<file path="config.mk">
export PLATFORM = sky130hd
export DESIGN_NAME = mult_fsm
export DESIGN_NICKNAME = d
export VERILOG_FILES = /design/src/rtl/mult_pkg.sv /design/src/rtl/mult_fsm_state_reg.sv /design/src/rtl/mult_fsm.sv
export SDC_FILE = /design/constraint.sdc
export NUM_CORES = 1
export LEC_CHECK = 0
export CAP_MARGIN = 20
export CORE_MARGIN = 2
export CORE_UTILIZATION = 58
export CTS_BUF_LIST = sky130_fd_sc_hd__clkbuf_8
export DETAILED_ROUTE_END_ITERATION = 6
export GPL_TIMING_DRIVEN = 1
export PLACE_DENSITY = 0.86
export SLEW_MARGIN = 30
export SYNTH_ARGS = -nofsm -noshare
export SYNTH_HDL_FRONTEND = slang
export SYNTH_SLANG_ARGS = --single-unit
</file>
<file path="constraint.sdc">
create_clock -name clk -period 3.9 [get_ports clk]
set_input_delay 0.78 -clock clk [delete_from_list [all_inputs] [get_ports clk]]
set_output_delay 0.78 -clock clk [all_outputs]
set_load 0.01 [all_outputs]
</file>
<file path="src/rtl/mult_pkg.sv">
// Shared types and defaults for the shift-and-add multiplier.
// State encodings are fixed binary so the state register width is 2.
package mult_pkg;

  localparam int DEFAULT_WIDTH = 4;
  localparam int STATE_BITS    = 2;

  typedef enum logic [STATE_BITS-1:0] {
    S_IDLE = 2'b00,
    S_LOAD = 2'b01,
    S_RUN  = 2'b10,
    S_DONE = 2'b11
  } mult_state_t;

endpackage

</file>
<file path="src/rtl/mult_fsm_state_reg.sv">
// N-bit state register built from independent per-bit flops.
// Asynchronous active-low reset clears every bit.
module state_reg #(
  parameter int N = 2
) (
  input  logic         clk,
  input  logic         reset,
  input  logic [N-1:0] next_state,
  output logic [N-1:0] state
);

  for (genvar i = 0; i < N; i++) begin : g_bit
    always_ff @(posedge clk or negedge reset) begin
      if (!reset) state[i] <= 1'b0;
      else        state[i] <= next_state[i];
    end
  end

endmodule

</file>
<file path="src/rtl/mult_fsm.sv">
// Sequential unsigned shift-and-add multiplier, WIDTH iterations.
// Moore controller with outputs decoded from the registered state.
module mult_fsm
  import mult_pkg::*;
#(
  parameter int WIDTH = DEFAULT_WIDTH
) (
  input  logic               clk,
  input  logic               reset,
  input  logic               start,
  input  logic [WIDTH-1:0]   multiplicand,
  input  logic [WIDTH-1:0]   multiplier,
  output logic               busy,
  output logic               done,
  output logic [2*WIDTH-1:0] product
);

  localparam int CW = $clog2(WIDTH) + 1;
  localparam int AW = 2 * WIDTH + 1;

  logic [STATE_BITS-1:0] state_q;
  mult_state_t           state;
  mult_state_t           next_state;

  logic [WIDTH-1:0]   a_reg;
  logic [AW-1:0]      acc;
  logic [CW-1:0]      count;
  logic [WIDTH:0]     addend;
  logic [WIDTH:0]     sum;
  logic [2*WIDTH-1:0] shifted;
  logic               last;

  state_reg #(
    .N(STATE_BITS)
  ) u_state (
    .clk        (clk),
    .reset      (reset),
    .next_state (next_state),
    .state      (state_q)
  );

  assign state = mult_state_t'(state_q);

  assign last    = (count == CW'(WIDTH - 1));
  assign addend  = acc[0] ? {1'b0, a_reg} : '0;
  assign sum     = acc[2*WIDTH:WIDTH] + addend;
  assign shifted = {sum, acc[WIDTH-1:1]};

  always_comb begin
    next_state = state;
    unique case (state)
      S_IDLE: next_state = start ? S_LOAD : S_IDLE;
      S_LOAD: next_state = S_RUN;
      S_RUN:  next_state = last ? S_DONE : S_RUN;
      S_DONE: next_state = S_IDLE;
    endcase
  end

  assign busy = (state == S_LOAD) || (state == S_RUN);
  assign done = (state == S_DONE);

  // Carry lands in sum[WIDTH]; the zero above it keeps acc's MSB clear.
  always_ff @(posedge clk or negedge reset) begin
    if (!reset) begin
      a_reg   <= '0;
      acc     <= '0;
      count   <= '0;
      product <= '0;
    end else begin
      unique case (state)
        S_LOAD: begin
          a_reg <= multiplicand;
          acc   <= {{(WIDTH+1){1'b0}}, multiplier};
          count <= '0;
        end
        S_RUN: begin
          acc   <= {1'b0, shifted};
          count <= count + CW'(1);
          if (last) product <= shifted;
        end
        default: ;
      endcase
    end
  end

endmodule

</file>
==> impl_metrics.json <==
{
  "htree_num_levels": 1,
  "endpoint_kind": "output pin",
  "synth_largest_area_cell": "dfrtp_1",
  "power.ir.vdd_worst_uv": 781.3,
  "area_delta_synth_final_pct": 20.64,
  "route.vias.total": 800,
  "clkSlewWorstSetupHoldPaths_ns": 0.09,
  "synthDominantCellAreaShare_pct": 51.60,
  "cts_max_path_buffers": 2,
  "final.setup_skew_ns": 0.005652,
  "synthesis.area_per_instance_um2": 11.89,
  "async_reset_ff_share_pct": 100.0,
  "layout-drive-gt1-share_pct": 12.20,
  "post_route_clock_period_utilization_pct": 59.45,
  "timing.final.ws_setup_ns": 1.582,
  "antenna-diode-count": 0,
  "critPathRequiredTime_ns": 3.12,
  "netlist_instances": 102,
  "pwr-share-comb_pct": 48.8,
  "place_ws_ns": 1.869,
  "crit_path_max_incr_delay_ns": 0.53,
  "cts_inserted_buffers": 3,
  "timing.hold.ws_ns": 0.4881,
  "detail_route.wirelength_mm": 2.052,
  "synth_xor_xnor_area_share_pct": 0.7224,
  "p_per_area_mw_per_mm2": 788.0,
  "port_buffers": 20,
  "detail_route.wl_per_cell_um": 13.68,
  "total_leakage_power_nw": 0.6877,
  "clk_latency_ns": 0.26,
  "overflow": 0,
  "drt_iter0_drc": 4,
  "layout_min_cycle_time_ns": 2.318,
  "worst-slew-pin-transition_ns": 0.5416,
  "initial_core_util_pct": 61.80,
  "adder_cell_share_of_the_synthesized_area_pct": 11.97,
  "antenna_found_initial": 0,
  "rsz_0062_raised_after_global_routing": "false",
  "synth-seq-cells": 25,
  "list_of_cells_traversed_by_the_critical_path": "inv_1, ha_1, clkdlybuf4s50_1",
  "run_status": "finished clean",
  "p_sw_mw": 0.4173,
  "globalplace.congestion": 0.7021,
  "synth-edff-count": 0,
  "cap_viol_max_count": 0,
  "cell_internal_pwr_mw": 0.7352,
  "hp-class": "primary input to async pin",
  "yosysMostFrequentCell": "dfrtp_1",
  "cpMaxStageDelayCell": "clkdlybuf4s50_1",
  "totalPowerFinal_mw": 1.153,
  "achievable-frequency_mhz": 431.3,
  "cts_hold_bufs": 0,
  "power.share.sequential_pct": 38.4,
  "p_sw_share_pct": 36.21,
  "finish.utilization_pct": 74.55,
  "timing_max_transition_violations_final": 0,
  "synth_area_leaders": "dfrtp_1, ha_1, mux2_2",
  "worstPathMaxFanout": 3,
  "ys_seq_area_share_pct": 51.60,
  "setup_total_negative_slack_ns": 0,
  "area_fraction_in_compound_gates_after_synthesis_pct": 8.978,
  "rows": 16,
  "firstDrtPassIters": 4,
  "floorplan.io_pins": 21,
  "tightest_slew_margin_relative_to_the_limit_pct": 63.89,
  "detail_route.drc_violations": 0,
  "grt_first_pass_wirelength_mm": 3.795,
  "grt_max_degree": 26,
  "synth_simple_gate_area_share_pct": 8.772,
  "hpwl_mm": 1.568,
  "first_global_vias": 884,
  "tritoncts_num_sinks": 25,
  "synth_common_cells": "dfrtp_1, ha_1, inv_1, o21ai_0",
  "antenna_left": 0,
  "fp.dieW_um": 49.72,
  "final.fill_count": 150,
  "avgViaCountPerCell": 5.333,
  "cts-resized-gates": 0,
  "die_area_mm2": 0.002472,
  "nets_final": 146,
  "mux_contribution_to_synthesized_area_pct": 12.59,
  "report.final.hold_viol_count": 0,
  "worst_ep_arrival_time_ns": 1.54,
  "synth_cell_type_count": 25,
  "critical_path_class": "flop to output pin",
  "core_mm2": 0.001962,
  "grt.total_usage_pct": 20.29,
  "number_of_buffers_inserted_by_post_cts_setup_repair": 0,
  "start_kind": "flop",
  "tritoncts": "yes",
  "number_of_warning_messages_in_the_yosys_log": 0,
  "cell_at_the_root_of_the_clock_tree": "clkbuf_8",
  "synth.cell_area_mm2": 0.001212,
  "synth_ff_type": "dfrtp_1",
  "clock_power_share_pct": 12.8,
  "largest_family_of_logic_cells_by_synthesized_area": "multiplexers",
  "setup_viol": 0,
  "fp.dieH_um": 49.72,
  "syn_nets": 124
}
==> routing by layer <==
layer	track usage [%]	wire [µm]	vias to the layer above
li1	-	-	391
met1	24.04	892	391
met2	35.33	1078	16
met3	3.636	62	2
met4	9.722	19	0
met5	0	0	-
==> power by group through the flow <==
stage / clock network [mW] / logic [mW] / registers [mW]
2_1_floorplan: 0 / 0.372 / 0.449
3_3_place_gp: 0 / 0.542 / 0.440
3_5_place_dp: 0 / 0.567 / 0.450
4_1_cts: 0.150 / 0.569 / 0.445
5_1_grt: 0.163 / 0.622 / 0.458
6_report: 0.147 / 0.563 / 0.443
==> worst max-delay path, delay by kind of cell (launching register included) <==
kind / cells / cell delay [ns]
buffers and inverters: 2 / 0.60
DFF: 1 / 0.38
adders and majority gates: 1 / 0.29
==> cell families after synthesis <==
kind of cell    after synthesis
xor+xnor                      1
mux                          13
compound gates               19
buf+inv                      13
fa+ha+maj                    11
flops                        25
simple gates                 20
==> final timing paths <==
kind	from	to	slack (ns)	cells past startpoint
setup / recovery	u_state.state[0]	busy	1.58	3
hold / removal	reset	product[4]	0.49	1
setup reg to reg	acc[0]	acc[7]	2.06	6
hold reg to reg	product[5]	product[5]	0.50	2
max in group asynchronous	reset	product[0]	3.05	1
min in group clk	product[5]	product[5]	0.50	2
==> placed cells by master (no fill, tap or decap), types with 2 or more instances in the layout <==
master / netlist / layout
a21oi_1: 6 / 6
and2_1: 4 / 4
clkbuf_8: 0 / 3
clkdlybuf4s50_1: 0 / 19
dfrtp_1: 25 / 25
ha_1: 10 / 10
inv_1: 9 / 10
mux2_2: 6 / 6
mux2_4: 3 / 3
mux2i_1: 4 / 4
nand2_1: 5 / 5
nand3_1: 4 / 4
nor2_1: 4 / 4
o21ai_0: 7 / 7
o22ai_1: 2 / 2
==> area by class of cell <==
| cell class | count | area (µm²) | share of cell area, % |
|---|---|---|---|
| clock buffers | 3 | 41.29 | 2.823 |
| clock inverters | 1 | 3.754 | 0.2566 |
| inverters | 9 | 33.78 | 2.310 |
| multi-input cells | 64 | 521.8 | 35.67 |
| flip-flops and latches | 25 | 625.6 | 42.77 |
| well taps | 27 | 33.78 | 2.310 |
| repair buffers | 21 | 202.7 | 13.86 |
==> metrics by stage <==
step           instance area [µm²]  cells
5_1_grt                       1463    150
3_3_place_gp                  1423    146
6_report                      1463    150
2_1_floorplan                 1212    102
3_5_place_dp                  1418    146
4_1_cts                       1463    150
No activity file was read; power rests on OpenSTA's default activity.
